<file path="src/rtl/lsu_bus_master.sv">
// Load/store bus initiator: req/gnt + rvalid data bus with lane steering and load extension.
// Optional build macro MISALIGN_TRAP_EN traps misaligned H/W accesses instead of issuing them.
module lsu_bus_master #(
    parameter int TIMEOUT_CYCLES = 255,
    parameter int CNT_W          = 8
) (
    input  logic        clk,
    input  logic        reset,
    input  logic        req_valid,
    input  logic        req_we,
    input  logic [2:0]  funct3,
    input  logic [31:0] addr,
    input  logic [31:0] wdata,
    output logic        stall,
    output logic        done,
    output logic [31:0] load_data,
    output logic        err,
    output logic        misalign,
    output logic        bus_req,
    output logic        bus_we,
    output logic [31:0] bus_addr,
    output logic [3:0]  bus_be,
    output logic [31:0] bus_wdata,
    input  logic        bus_gnt,
    input  logic        bus_rvalid,
    input  logic [31:0] bus_rdata
);

    typedef enum logic [1:0] {
        IDLE,
        REQ,
        WAIT,
        DONE
    } state_t;

    localparam logic [CNT_W-1:0] TMO = CNT_W'(TIMEOUT_CYCLES);

    state_t            state_q, state_d;
    logic              we_q, we_d;
    logic [2:0]        f3_q, f3_d;
    logic [31:0]       addr_q, addr_d;
    logic [31:0]       wdata_q, wdata_d;
    logic [CNT_W-1:0]  cnt_q, cnt_d;
    logic [31:0]       ld_q, ld_d;
    logic              err_q, err_d;
    logic              mis_q, mis_d;

    logic              legal_in;
    logic              mis_in;
    logic [CNT_W-1:0]  cnt_inc;
    logic [7:0]        rbyte;
    logic [15:0]       rhalf;
    logic [31:0]       ext;
    logic [3:0]        be;
    logic [31:0]       wd_lanes;

    always_comb begin
        legal_in = !(funct3 == 3'b011 || funct3[2:1] == 2'b11);
`ifdef MISALIGN_TRAP_EN
        mis_in = (funct3[1:0] == 2'b01 && addr[0])
              || (funct3[1:0] == 2'b10 && addr[1:0] != 2'b00);
`else
        mis_in = 1'b0;
`endif
    end

    // Load extraction works on the registered address and width.
    always_comb begin
        rbyte = bus_rdata[{addr_q[1:0], 3'b000} +: 8];
        rhalf = addr_q[1] ? bus_rdata[31:16] : bus_rdata[15:0];
        unique case (f3_q)
            3'b000:  ext = {{24{rbyte[7]}}, rbyte};
            3'b100:  ext = {24'd0, rbyte};
            3'b001:  ext = {{16{rhalf[15]}}, rhalf};
            3'b101:  ext = {16'd0, rhalf};
            default: ext = bus_rdata;
        endcase
    end

    always_comb begin
        unique case (f3_q[1:0])
            2'b00: begin
                be       = 4'b0001 << addr_q[1:0];
                wd_lanes = {4{wdata_q[7:0]}};
            end
            2'b01: begin
                be       = 4'b0011 << {addr_q[1], 1'b0};
                wd_lanes = {2{wdata_q[15:0]}};
            end
            default: begin
                be       = 4'b1111;
                wd_lanes = wdata_q;
            end
        endcase
    end

    always_comb begin
        state_d = state_q;
        we_d    = we_q;
        f3_d    = f3_q;
        addr_d  = addr_q;
        wdata_d = wdata_q;
        cnt_d   = cnt_q;
        ld_d    = ld_q;
        err_d   = err_q;
        mis_d   = mis_q;
        cnt_inc = cnt_q + 1'b1;
        unique case (state_q)
            IDLE: begin
                if (req_valid) begin
                    we_d    = req_we;
                    f3_d    = funct3;
                    addr_d  = addr;
                    wdata_d = wdata;
                    if (!legal_in || mis_in) begin
                        state_d = DONE;
                        err_d   = 1'b1;
                        mis_d   = legal_in & mis_in;
                        ld_d    = 32'd0;
                    end else begin
                        state_d = REQ;
                        err_d   = 1'b0;
                        mis_d   = 1'b0;
                    end
                end
            end
            REQ: begin
                if (bus_gnt) begin
                    state_d = we_q ? DONE : WAIT;
                    cnt_d   = '0;
                end
            end
            WAIT: begin
                cnt_d = cnt_inc;
                if (bus_rvalid) begin
                    state_d = DONE;
                    ld_d    = ext;
                end else if (cnt_inc == TMO) begin
                    state_d = DONE;
                    err_d   = 1'b1;
                    ld_d    = 32'd0;
                end
            end
            default: state_d = IDLE;
        endcase
    end

    always_ff @(posedge clk or posedge reset) begin
        if (reset) begin
            state_q <= IDLE;
            we_q    <= 1'b0;
            f3_q    <= 3'd0;
            addr_q  <= 32'd0;
            wdata_q <= 32'd0;
            cnt_q   <= '0;
            ld_q    <= 32'd0;
            err_q   <= 1'b0;
            mis_q   <= 1'b0;
        end else begin
            state_q <= state_d;
            we_q    <= we_d;
            f3_q    <= f3_d;
            addr_q  <= addr_d;
            wdata_q <= wdata_d;
            cnt_q   <= cnt_d;
            ld_q    <= ld_d;
            err_q   <= err_d;
            mis_q   <= mis_d;
        end
    end

    // Reset gates stall directly so the pipeline is released in the reset cycle.
    assign stall     = req_valid & ~reset & (state_q != DONE);
    assign done      = (state_q == DONE);
    assign err       = done & err_q;
    assign misalign  = done & mis_q;
    assign load_data = ld_q;
    assign bus_req   = (state_q == REQ);
    assign bus_we    = bus_req & we_q;
    assign bus_addr  = bus_req ? {addr_q[31:2], 2'b00} : 32'd0;
    assign bus_be    = bus_req ? be : 4'd0;
    assign bus_wdata = (bus_req & we_q) ? wd_lanes : 32'd0;

endmodule

</file>
<file path="config.mk">
export PLATFORM = sky130hd
export DESIGN_NAME = lsu_bus_master
export DESIGN_NICKNAME = d
export VERILOG_FILES = /design/src/rtl/lsu_bus_master.sv
export SDC_FILE = /design/constraint.sdc
export NUM_CORES = 1
export LEC_CHECK = 0
export BUFFER_PORTS_ARGS = -buffer_cell sky130_fd_sc_hd__clkbuf_2
export CORE_MARGIN = 5
export CORE_UTILIZATION = 51
export DETAILED_ROUTE_END_ITERATION = 16
export GPL_ROUTABILITY_DRIVEN = 0
export HOLD_SLACK_MARGIN = 0.08
export PLACE_DENSITY = 0.81
export RECOVER_POWER = 100
export SLEW_MARGIN = 20
export SYNTH_ARGS = -nofsm -noshare
export SYNTH_HDL_FRONTEND = slang
export SYNTH_SLANG_ARGS = --single-unit
</file>
<file path="constraint.sdc">
create_clock -name clk -period 4 [get_ports clk]
set_input_delay 0.6 -clock clk [delete_from_list [all_inputs] [get_ports clk]]
set_output_delay 0.6 -clock clk [all_outputs]
set_load 0.1 [all_outputs]
</file>
==> metrics.md <==
| Metric | Value |
|---|---|
| Hold Crit Class | input pin to flop |
| Max clock buf depth | 2 |
| YS warnings | 0 |
| Mux cell area share after synthesis | 17.4% |
| Die Ht | 120 um |
| Initial antenna violation count | 0 |
| RSZ-0062 raised after global routing | no |
| Synthesized cell area | 6210 um2 |
| Synth Area in Adders | 1.21% |
| Clk root buf | clkbuf_16 |
| DR vias | 5381 |
| Worst-path clk slew | 0.07 ns |
| Worst slew margin | -87.8% |
| DR top layer | met4 |
| DRC | 0 |
| GRT Total Usage | 24.2% |
| Hold wc startpoint | wdata[0] |
| Max_cap viols | 1 |
| CTS Sinks | 111 |
| Post-synth EDFFs | 0 |
| Status | finished with violations |
| Die X | 120 um |
| Num rows | 40 |
| Worst reg2reg path endpoint | addr_q[4]$_DFFE_PP0P_ |
| Critical path data arrival time | 2.92 ns |
| Cell variety after synth | 51 |
| Layout net count | 891 |
| Main synth FF type | dfrtp_1 |
| Yosys reg bits | 111 |
| Final Hold Viols | 0 |
| Slew Viols, Final | 64 |
| Synth area leaders | dfrtp_1 (45%), mux2_2 (13%), o211ai_2 (5.6%) |
| Cts bufs inserted | 9 |
| CTS Hold Buffers Added | 0 |
| Clock Skew | 0.00490 ns |
| Critical Path Sink | bus_be[3] |
| Initial core utilization | 51.9% |
| Failing checks | max-capacitance violations, max-slew violations |
| HPWL after detailed placement | 13000 um |
| Global route total overflow | 0 |
| Fmax | 0.284 GHz |
| Tcrit/Tclk final | 87.9% |
| Complex-gate fraction of the synthesized area | 18.0% |
| # H-tree levels | 3 |
| Wl on met1 | 6960 um |
| Ys async rst share | 100% |
| R2R setup slack | 0.90 ns |
| Wirelength per Cell | 18.8 um |
| Post-route ant nets | 0 |
| Synth Area in XOR/XNOR | 0.141% |
| WL met2 | 8550 um |
| CP required | 3.40 ns |
| Iteration count of the initial detailed-routing pass | 8 |
| Top cell type's share of synthesized area | 44.7% |
| Reg2reg start | state_q[0]$_DFFE_PP0P_ |
| Inserted Diodes | 0 |
| Simple-gate area share of the yosys netlist | 14.1% |
| Core ar. | 12000 um2 |
| Port bufs | 207 |
| Critical path origin | f3_q[1]$_DFFE_PP0P_ |
| Worst setup SP type | flop |
| Synth area leader | dfrtp_1 |
| Clk_lat worst skew | 0.35 ns |
| Worst slew pin tran | 2.80 ns |
| Area Overhead vs Synth | 19.2% |
| Routed wire length | 17500 um |
| # setup viols final | 0 |
| First-pass GRT wire length | 28100 um |
| Vias in the first global route | 5502 |
| Worst r2r path cells | 5 |
| Worst Setup End Kind | output pin |
| DR WL met3 | 1540 um |
| Period minus WS final | 3.52 ns |
| Critical path fanouts, max | 26 |
| Largest net degree at the start of global routing | 64 |
| 1st-iter DRT viols | 330 |
| Setup bufs post-CTS | 0 |
| Largest family of logic cells by synthesized area | compound AO/OA/AOI/OAI gates |
| Share of post-route cells with drive strength above 1 | 32.2% |
| Syn avg cell area | 10.4 um2 |
| CTS tree | built |
| Vias per inst | 5.79 |
| Cells after synthesis | 597 |
| Kind of critical path | flop to output pin |
| I/O Pins | 211 |
| Setup TNS | 0 ns |
| Post-CTS sizing | 0 |
| Seq/Total Area, Yosys | 44.7% |
| Die ar. | 14500 um2 |
worst max-delay path: stages (launching register included):
cell and delay [ns]:
dfrtp_2 0.68, clkinv_1 0.50, buf_4 0.34, a21oi_1 0.16, clkbuf_1 0.88
state kept, by name (all words and copies together), names as in the netlist:
name       flops
addr_q        32
we_q           1
wdata_q       32
cnt_q          8
err_q          1
state_q        2
load_data     32
f3_q           3
through the flow:
step / setup WS, ns / hold slack [ns] / cells / utilization (%) / instance area, um2
after floorplan: -0.00766 / 0.468 / 599 / - / 6220
after global placement: 1.13 / 0.479 / 916 / 61.5 / 7350
after detailed placement: 0.976 / 0.489 / 916 / 61.5 / 7360
after CTS: 0.591 / 0.431 / 930 / 64.3 / 7690
after global routing: 0.266 / 0.474 / 930 / 61.9 / 7400
final: 0.485 / 0.478 / 930 / 61.9 / 7400
synth_stat cells, types with 5 or more instances:
master     number
nand2_1        82
and3_1         10
a21oi_1        26
nor2b_1         9
clkbuf_1       23
a2bb2oi_1       7
o211ai_2       28
buf_1           7
nor2_1         39
o221ai_1       14
and2_1         31
buf_6           5
o21ai_2        10
buf_2           7
mux2_2         72
dfrtp_1       111
ha_1            6
inv_1          11
mux2i_1        25
o21ai_0        24
layout by cell type, fill, tap and decap left out, drive strengths merged, types with 4 or more instances in the layout:
master and instances:
clkbuf 221, nand2b 4, nor2b 9, dfrtp 111, o211ai 32, inv 10
a21oi 28, mux2i 25, nand2 82, o21ai 38, o221ai 14, and3 10
nor2 39, and2 31, mux2 72, buf 4, ha 6, a2bb2oi 7
layer usage:
metal	track usage, %	vias to the layer above
li1	-	2465
met1	29.9	2621
met2	41.3	260
met3	6.17	35
met4	8.43	0
met5	0	-
worst min path at each step:
stage / cells past startpoint / slack [ns] / end
2_1_floorplan: 1 / 0.47 / cnt_q[7]$_DFFE_PP0P_
5_1_grt: 2 / 0.47 / addr_q[27]$_DFFE_PP0P_
3_3_place_gp: 1 / 0.48 / addr_q[19]$_DFFE_PP0P_
3_5_place_dp: 1 / 0.49 / addr_q[2]$_DFFE_PP0P_
4_1_cts: 2 / 0.43 / addr_q[28]$_DFFE_PP0P_
6_report: 2 / 0.48 / wdata_q[0]$_DFFE_PP0P_
kinds of logic after synthesis:
kind of cell             count (synthesis)
AND/OR/NAND/NOR                        185
AO/OA/AOI/OAI                          138
flip-flops                             111
multiplexers                            98
buffers and inverters                   57
adder cells (fa/ha/maj)                  6
other                                    1
XOR/XNOR                                 1
cell type report:
type                    count  area [um2]
well taps                 147         184
repair buffers            215         986
multi-input cells         431        3070
flip-flops and latches    111        2780
inverters                  12        46.3
fillers                  1025        4560
clock inverters             4        95.1
clock buffers              10         239
Power is left out: the tool's default activity adds up to more than one toggle a clock period on the data nets, which glitch-free logic cannot reach.
